### config.mk
export PLATFORM = sky130hd
export DESIGN_NAME = dot_product_sequencer
export DESIGN_NICKNAME = d
export VERILOG_FILES = /design/src/rtl/mac_pkg.sv /design/src/rtl/fixedpoint_multiplier.sv /design/src/rtl/dot_product_sequencer.sv
export SDC_FILE = /design/constraint.sdc
export NUM_CORES = 1
export LEC_CHECK = 0
export BUFFER_PORTS_ARGS = -buffer_cell sky130_fd_sc_hd__buf_2
export CAP_MARGIN = 20
export CELL_PAD_IN_SITES_DETAIL_PLACEMENT = 1
export CELL_PAD_IN_SITES_GLOBAL_PLACEMENT = 2
export CORE_MARGIN = 3
export CORE_UTILIZATION = 44
export DETAILED_ROUTE_END_ITERATION = 6
export GPL_TIMING_DRIVEN = 1
export MAX_ROUTING_LAYER = met4
export PLACE_DENSITY = 0.95
export SLEW_MARGIN = 30
export SYNTH_ARGS = -nofsm -noshare
export SYNTH_HDL_FRONTEND = slang
export SYNTH_SLANG_ARGS = --single-unit
### constraint.sdc
create_clock -name clk_i -period 19 [get_ports clk_i]
set_clock_uncertainty 0.2 [all_clocks]
set_input_delay 1.9 -clock clk_i [delete_from_list [all_inputs] [get_ports clk_i]]
set_output_delay 1.9 -clock clk_i [all_outputs]
set_load 0.05 [all_outputs]
### src/rtl/mac_pkg.sv
// Shared definitions for the MAC dot-product datapath: FSM states,
// default widths and saturation-limit helpers.
package mac_pkg;

  localparam int unsigned DEF_WIDTH_INPUT  = 16;
  localparam int unsigned DEF_WIDTH_OUTPUT = 32;
  localparam int unsigned DEF_WIDTH_ACC    = 40;
  localparam int unsigned DEF_WIDTH_LEN    = 16;

  // Helpers return a wide value; callers truncate to their accumulator width.
  localparam int unsigned MAX_ACC_W = 128;

  typedef enum logic [1:0] {
    IDLE  = 2'd0,
    RUN   = 2'd1,
    DRAIN = 2'd2,
    DONE  = 2'd3
  } state_e;

  // Largest signed value representable in w bits: 2^(w-1)-1.
  function automatic logic [MAX_ACC_W-1:0] sat_max(input int unsigned w);
    logic [MAX_ACC_W-1:0] one;
    one = 1;
    return (one << (w - 1)) - one;
  endfunction

  // Smallest signed value in w bits; the low w bits are 100..0.
  function automatic logic [MAX_ACC_W-1:0] sat_min(input int unsigned w);
    return ~sat_max(w);
  endfunction

endpackage

### src/rtl/fixedpoint_multiplier.sv
// Combinational full-precision signed multiplier.
module fixedpoint_multiplier #(
  parameter int unsigned WIDTH_INPUT  = 16,
  parameter int unsigned WIDTH_OUTPUT = 32
) (
  input  logic [WIDTH_INPUT-1:0]  a_i,
  input  logic [WIDTH_INPUT-1:0]  b_i,
  output logic [WIDTH_OUTPUT-1:0] p_o
);

  logic signed [WIDTH_OUTPUT-1:0] a_ext;
  logic signed [WIDTH_OUTPUT-1:0] b_ext;

  // Sign-extend before multiplying so the product is computed at full width.
  assign a_ext = WIDTH_OUTPUT'($signed(a_i));
  assign b_ext = WIDTH_OUTPUT'($signed(b_i));
  assign p_o   = a_ext * b_ext;

endmodule

### src/rtl/dot_product_sequencer.sv
// Length-programmed dot-product sequencer: streams signed operand pairs
// through one fixedpoint_multiplier into a wide signed accumulator.
// Build option: define MAC_SATURATE_EN to clamp the accumulator on signed
// overflow; otherwise it wraps. res_ovf_o is sticky per job either way.
module dot_product_sequencer
  import mac_pkg::*;
#(
  parameter int unsigned WIDTH_INPUT  = DEF_WIDTH_INPUT,
  parameter int unsigned WIDTH_OUTPUT = DEF_WIDTH_OUTPUT,
  parameter int unsigned WIDTH_ACC    = DEF_WIDTH_ACC,
  parameter int unsigned WIDTH_LEN    = DEF_WIDTH_LEN
) (
  input  logic                   clk_i,
  input  logic                   rst_ni,
  input  logic                   start_i,
  input  logic [WIDTH_LEN-1:0]   len_i,
  output logic                   busy_o,
  input  logic                   op_valid_i,
  output logic                   op_ready_o,
  input  logic [WIDTH_INPUT-1:0] op_a_i,
  input  logic [WIDTH_INPUT-1:0] op_b_i,
  output logic                   res_valid_o,
  input  logic                   res_ready_i,
  output logic [WIDTH_ACC-1:0]   res_data_o,
  output logic                   res_ovf_o
);

  state_e                 state_q, state_d;
  logic [WIDTH_LEN-1:0]   cnt_q, cnt_d;
  logic [WIDTH_ACC-1:0]   acc_q, acc_d;
  logic                   ovf_q, ovf_d;
  logic                   stage_valid_q, stage_valid_d;
  logic [WIDTH_INPUT-1:0] op_a_q, op_a_d;
  logic [WIDTH_INPUT-1:0] op_b_q, op_b_d;
  logic                   busy_q, busy_d;

  logic [WIDTH_OUTPUT-1:0] prod;
  logic [WIDTH_ACC-1:0]    prod_ext;
  logic [WIDTH_ACC-1:0]    sum;
  logic                    add_ovf;

  fixedpoint_multiplier #(
    .WIDTH_INPUT (WIDTH_INPUT),
    .WIDTH_OUTPUT(WIDTH_OUTPUT)
  ) u_mul (
    .a_i(op_a_q),
    .b_i(op_b_q),
    .p_o(prod)
  );

  // Sign-extend the staged product and detect signed overflow of the add.
  always_comb begin
    prod_ext = WIDTH_ACC'($signed(prod));
    sum      = acc_q + prod_ext;
    add_ovf  = (acc_q[WIDTH_ACC-1] == prod_ext[WIDTH_ACC-1]) &&
               (sum[WIDTH_ACC-1] != acc_q[WIDTH_ACC-1]);
  end

  // Next-state, operand staging and accumulation.
  always_comb begin
    state_d       = state_q;
    cnt_d         = cnt_q;
    acc_d         = acc_q;
    ovf_d         = ovf_q;
    stage_valid_d = 1'b0;
    op_a_d        = op_a_q;
    op_b_d        = op_b_q;

    // A staged product always lands one edge after its pair was accepted.
    if (stage_valid_q) begin
      acc_d = sum;
      if (add_ovf) begin
        ovf_d = 1'b1;
`ifdef MAC_SATURATE_EN
        // Both addends share a sign on overflow; clamp toward that sign.
        acc_d = acc_q[WIDTH_ACC-1] ? WIDTH_ACC'(sat_min(WIDTH_ACC))
                                   : WIDTH_ACC'(sat_max(WIDTH_ACC));
`endif
      end
    end

    case (state_q)
      IDLE: begin
        if (start_i) begin
          acc_d   = '0;
          ovf_d   = 1'b0;
          cnt_d   = len_i;
          state_d = (len_i != '0) ? RUN : DONE;
        end
      end
      RUN: begin
        if (op_valid_i) begin
          op_a_d        = op_a_i;
          op_b_d        = op_b_i;
          stage_valid_d = 1'b1;
          cnt_d         = cnt_q - 1'b1;
          if (cnt_q == WIDTH_LEN'(1)) state_d = DRAIN;
        end
      end
      DRAIN:   state_d = DONE;
      DONE:    if (res_ready_i) state_d = IDLE;
      default: state_d = IDLE;
    endcase
  end

  assign busy_d = (state_d != IDLE);

  // State and datapath registers; reset discards any partial job.
  always_ff @(posedge clk_i or negedge rst_ni) begin
    if (!rst_ni) begin
      state_q       <= IDLE;
      cnt_q         <= '0;
      acc_q         <= '0;
      ovf_q         <= 1'b0;
      stage_valid_q <= 1'b0;
      op_a_q        <= '0;
      op_b_q        <= '0;
      busy_q        <= 1'b0;
    end else begin
      state_q       <= state_d;
      cnt_q         <= cnt_d;
      acc_q         <= acc_d;
      ovf_q         <= ovf_d;
      stage_valid_q <= stage_valid_d;
      op_a_q        <= op_a_d;
      op_b_q        <= op_b_d;
      busy_q        <= busy_d;
    end
  end

  assign op_ready_o  = (state_q == RUN);
  assign res_valid_o = (state_q == DONE);
  assign res_data_o  = acc_q;
  assign res_ovf_o   = ovf_q;
  assign busy_o      = busy_q;

endmodule

### Word level (Yosys, flattened, before mapping)

Cells that the tools add are included.

| cells by class | value |
|---|---|
| bitwise logic cells | 0 |
| add/sub/neg operators | 2 |
| multiply operators | 1 |
| order comparisons | 0 |
| shift-type cells | 0 |
| equal/unequal tests | 8 |
| multiplexer cells | 18 |
| reductions and logical operators | 7 |
| divide/modulo/power cells | 0 |

Operators with widths:

| cell | count |
|---|---|
| $mux 40 | 3 |
| $add 40x40->40 | 1 |
| $mul 16x16->32 | 1 |
| $mux 16 | 2 |
| $pmux 16 s2 | 1 |
| $eq 16x1->1 const B | 1 |
| $reduce_bool 16->1 | 1 |
| $sub 16x1->16 const B | 1 |
| $mux 2 | 5 |
| $pmux 2 s4 | 1 |
| $mux 1 | 6 |
| $eq 2x2->1 const B | 2 |
| $ne 2x2->1 const B | 2 |
| $reduce_bool 2->1 | 2 |
| $reduce_and 3->1 | 1 |
| $eq 2x1->1 const B | 1 |
| $logic_not 2->1 | 1 |
| $reduce_and 2->1 | 1 |
| $eq 1x1->1 | 1 |
| $logic_and 1x1->1 | 1 |
| $ne 1x1->1 | 1 |

| storage, ports and cells | value |
|---|---|
| memories | 0 |
| output and inout port bits | 44 |
| bits in writable memories | 0 |
| logic and storage cells | 44 |
| bits in latches | 0 |
| flip-flop bits (word level) | 93 |
| bits in read-only memories | 0 |
| input bits | 53 |

### Longest topological paths before layout

| depth | value |
|---|---|
| depth after elaboration | 8 |
| depth in mapped cells | 36 |
| mapped depth without buffers | 34 |

### Cells and area by module

Synthesis repeated with hierarchy kept, for this count alone.

| second synthesis, totals | value |
|---|---|
| cells, all modules | 1771 |
| area, all modules | 16094.2 um^2 |

Modules (own cells, without submodules):

| module | area an instance (um^2) | sequential area each (um^2) | times used | cells an instance |
|---|---|---|---|---|
| fixedpoint_multiplier | 9859.5 | 0.0 | 1 | 1085 |
| dot_product_sequencer | 6234.7 | 2327.2 | 1 | 686 |

### Least setup slack after synthesis

No wires, ideal clock.

| timing | value |
|---|---|
| path type | register to register |
| from | reg op_a_q[15] |
| to | reg acc_q[36], in the netlist res_data_o[36] |
| path slack | 11189 ps |
| clock period less this slack | 7811 ps |
| path buffers | 2 |
| library setup time | 134 ps |
| cell stages (with the launch flop) | 29 |
| data required time | 18666 ps |
| arrival | 7478 ps |
| cells stage by stage | dfrtp_1 > clkbuf_1 > nand2_1 > inv_1 > fa_1 > fa_1 > fa_1 > fa_1 > fa_1 > fa_1 > ha_1 > a21o_1 > a21o_1 > a21o_1 > a21oi_1 > o21bai_1 > o41ai_2 > xnor2_1 > ha_1 > clkbuf_1 > nand2_1 > nor2_1 > a211oi_1 > o31ai_1 > a21oi_1 > o41ai_2 > a41o_1 > nand4b_1 > o211ai_1 |

| between the ends | value |
|---|---|
| cells in the longest elaborated chain, start to end | 5 |

RTL lines:

| what | line | text |
|---|---|---|
| start, declared | dot_product_sequencer.sv:33 | `logic [WIDTH_INPUT-1:0] op_a_q, op_a_d;` |
| start signal, assigned | dot_product_sequencer.sv:125 | `op_a_q <= op_a_d;` |
| $mul 16x16->32 * | fixedpoint_multiplier.sv:17 | `assign p_o = a_ext * b_ext;` |
| $add 40x40->40 * | dot_product_sequencer.sv:54 | `sum = acc_q + prod_ext;` |
| $mux 40 * | dot_product_sequencer.sv:70 | `if (stage_valid_q) begin` |
| $mux 40 | dot_product_sequencer.sv:84 | `if (start_i) begin` |
| $mux 40 * | dot_product_sequencer.sv:82 | `case (state_q)` |
| net acc_d[36] | dot_product_sequencer.sv:30 | `logic [WIDTH_ACC-1:0] acc_q, acc_d;` |
| end signal, assigned | dot_product_sequencer.sv:113 | `acc_q <= '0;` |
| end signal, assigned | dot_product_sequencer.sv:122 | `acc_q <= acc_d;` |
| end, declared | dot_product_sequencer.sv:30 |  |

Mark *: on every way through the listed nets, which the timed path passes. The rest lies on a longest branch.
A chain may end at the register's enable or synchronous reset.

### Final worst setup path

| timing | value |
|---|---|
| from | reg op_b_q[1] |
| to | reg acc_q[39], in the netlist res_data_o[39] |

| between the ends | value |
|---|---|
| cells in the longest elaborated chain, start to end | 5 |

RTL lines:

| what | line | text |
|---|---|---|
| start, declared | dot_product_sequencer.sv:34 | `logic [WIDTH_INPUT-1:0] op_b_q, op_b_d;` |
| start signal, assigned | dot_product_sequencer.sv:126 | `op_b_q <= op_b_d;` |
| $mul 16x16->32 * | fixedpoint_multiplier.sv:17 |  |
| $add 40x40->40 * | dot_product_sequencer.sv:54 |  |
| $mux 40 * | dot_product_sequencer.sv:70 |  |
| $mux 40 | dot_product_sequencer.sv:84 |  |
| $mux 40 * | dot_product_sequencer.sv:82 |  |
| net acc_d[39] | dot_product_sequencer.sv:30 |  |

Marked as above.

==> key figures <==
Outcome
  • Result of the run: complete, no violations

Setup path
  • Type of destination of the critical path: flop
  • Worst EP arrival: 8800 ps
  • CP max stage delay: 920 ps
  • Cell repeated most along the worst path: fa_1
  • Logic depth of the worst register-to-register path: 26
  • Kind of start point of the critical path: flop
  • Crit-path slowest cell: fa_1
  • Reg2Reg Capture Point: res_data_o[39]
  • Buffers plus inverters on the worst setup path: 1
  • Worst r2r src: op_b_q[1]
  • Cell class contributing the biggest share of worst-path delay: adder cells
  • Path type of the worst setup path: flop to flop
  • Critical path data required time: 19110 ps
  • Setup slack on the worst flop-to-flop path: 10310 ps
  • Worst Path Max Fanout: 17

CTS
  • Number of gates given a new drive strength after cts: 0
  • Number of H-tree levels: 3
  • Total of hold buffers inserted after clock tree synthesis: 0
  • Clock tree from TritonCTS: done
  • CTS Buf Count: 9
  • Clock latency on the worst-skew pair: 390 ps
  • Clock transition at the registers of the reported paths: 90 ps
  • Clock Sinks: 93
  • Post-CTS repair timing setup buffer count: 0
  • Maximum root-to-sink buffer count: 2
  • Cell chosen for the clock root: clkbuf_16

Finish
  • Layout cells sized above 1: 0.09218
  • Number of antenna diodes: 0
  • Relative area change from synthesis to final layout: 7.417%
  • Area of all sequential standard cells: 2328 um2
  • Area taken by multi-input logic gates: 12170 um2
  • # nets final: 2224
  • Util after Layout: 0.4864
  • Fillers: 4154

Synth
  • Most instantiated library cell after synthesis: inv_1
  • Cells after Synth: 1737
  • Total nets after synthesis: 2176
  • Per-instance average area after synthesis: 9.139 um2
  • Yosys warning total: 0
  • Commonest register cell after synthesis: dfrtp_1
  • Area contributors post-synth: fa_1, dfrtp_1, ha_1
  • Async S/R FF share, synth: 1.000
  • Post-synthesis sequential area ratio: 0.1466
  • Number of enable flip-flop cells after synthesis: 0
  • Flip-flop and latch count after synthesis: 93
  • Most used standard cells in the synthesized netlist: inv_1, fa_1, nand2_1, and2_1, ha_1
  • Count of unique library cells instantiated by Yosys: 64
  • Portion of synthesized cell area occupied by the leading cell type: 0.3317
  • Post-synthesis instance area: 15870 um2
  • Synth area leader: fa_1

Timing
  • Setup repair after global routing missed its margin: no
  • Final setup slack of the worst path: 10310 ps
  • Slew Viols, Final: 0
  • Crit share post-route: 0.4574
  • Number of endpoints failing setup at the final stage: 0
  • Total Neg Setup Slack: 0 ps
  • Achievable Freq: 115.1 MHz
  • Worst-Margin Slew: 865.8 ps
  • Remaining max-slew budget at the tightest pin: 0.4228
  • Post-route minimum period: 8690 ps
  • Total count of hold-check failures in the final report: 0

Placement
  • HPWL after DPL: 35.78 mm
  • PortBufs: 96
  • Setup slack at placement: 10350 ps
  • Gp weighted congestion: 0.9052

Route
  • DRC: 0
  • Total iterations of the first detailed-routing run: 5
  • Routed len/inst: 20.03 um
  • Total wire length after detailed routing: 44.97 mm
  • Remaining antenna violation count: 0
  • Mean number of vias per cell: 5.480
  • DRC violation total after the first TritonRoute iteration: 462
  • Number of vias after detailed routing: 12300

Hold path
  • Hold EP: cnt_q[14]
  • Startpoint of the lowest-slack hold path: cnt_q[14]
  • Min-Delay Path Depth: 2
  • Kind of path behind the tightest hold check: flop to flop

Die
  • Initial Utilization: 0.4528
  • Number of rows in the core area: 68
  • Die Wd: 195.9 um
  • Top-Level Pins: 97
  • Vertical extent of the die: 195.9 um
  • Die Outline Area: 38390 um2
  • Placeable core region: 35050 um2

Global route
  • GR Overflow Total: 0
  • Initial antenna violation count: 0
  • Global-route wire length before repair: 74.10 mm
  • Maximum number of pins on one net before global-route repair: 60
  • Vias in the first global route: 14290
  • GRT Util Overall: 0.2508

Flow run
  • Number of max-capacitance violations reported: 0
==> routing by layer <==
layer  vias to the layer above  part of all wire  global-route usage
met5                         -                 0                   -
met4                         0             0.026             0.07077
met3                        68             0.034             0.03950
met2                       202              0.53              0.4570
met1                      6444              0.41              0.2858
li1                       5589                 -                   -
==> through the flow <==
step                hold slack (ps)  cells  cell area (um2)
floorplan                     255.6   1737            15870
CTS                           312.7   2245            17040
detailed placement            293.7   2229            16740
finish                        310.8   2245            17050
global placement              279.3   2229            16730
global route                  339.2   2245            17050
==> flip-flops by register name, indices dropped and copies added, names as in the netlist <==
register and cells:
busy_o 1, op_b_q 16, res_data_o 40, res_ovf_o 1
cnt_q 16, stage_valid_q 1, op_a_q 16, state_q 2
==> tightest hold or removal path, delay by kind of cell (launching register included) <==
kind             cells  cell delay [ps]
flip-flops           1              360
AO/OA/AOI/OAI        1               60
AND/OR/NAND/NOR      1               50
==> worst max-delay path by stage <==
stage / start / endpoint / slack [ps] / depth (start not counted)
after detailed placement: op_b_q[2] / res_data_o[39] / 10350 / 29
after floorplan: op_a_q[15] / res_data_o[36] / 11190 / 28
after CTS: op_b_q[1] / res_data_o[39] / 10280 / 29
final: op_b_q[1] / res_data_o[39] / 10310 / 26
after global routing: op_b_q[1] / res_data_o[39] / 9540 / 29
after global placement: op_b_q[1] / res_data_o[39] / 10420 / 29
==> cell usage in the layout (no fill, tap or decap), drive strengths merged, types with 3 or more instances in the layout <==
cell type | Yosys | layout
mux2i | 29 | 29
nor4 | 7 | 7
nand3 | 18 | 18
mux2 | 31 | 31
nand4b | 3 | 3
and2 | 129 | 129
nor3 | 22 | 22
xnor2 | 55 | 55
o211ai | 6 | 6
ha | 123 | 123
o31ai | 4 | 4
clkbuf | 56 | 11
o21ai | 64 | 64
a31oi | 11 | 11
o41ai | 3 | 3
and3 | 3 | 3
buf | 9 | 102
a21o | 26 | 26
a22oi | 5 | 5
nor2 | 95 | 95
nand4 | 7 | 7
o21a | 11 | 11
o21bai | 9 | 9
a31o | 3 | 3
xor2 | 12 | 12
fa | 263 | 263
or3 | 7 | 7
nand3b | 8 | 8
nand2b | 21 | 21
a211oi | 9 | 9
clkinv | 0 | 3
inv | 306 | 306
dfrtp | 93 | 93
nor2b | 11 | 11
a21boi | 5 | 5
o2111ai | 3 | 3
a21oi | 81 | 81
nand2 | 167 | 167
==> cell families after synthesis <==
logic type               Yosys count  share of synthesized area
buffers and inverters            371                    0.08789
adder cells (fa/ha/maj)          386                     0.4286
flip-flops                        93                     0.1466
multiplexers                      60                    0.04028
AND/OR/NAND/NOR                  503                     0.1560
AO/OA/AOI/OAI                    257                     0.1037
XOR/XNOR                          67                    0.03697
==> layout make-up <==
| type | instances | share of cell area |
|---|---|---|
| multi-input cells | 1273 | 0.7140 |
| flip-flops and latches | 93 | 0.1366 |
| inverters | 306 | 0.06736 |
| well taps | 455 | 0.03339 |
| repair buffers | 102 | 0.03097 |
| clock buffers | 11 | 0.01424 |
| clock inverters | 5 | 0.003522 |
Power is left out: the tool's default activity adds up to more than one toggle a clock period on the data nets, which glitch-free logic cannot reach.
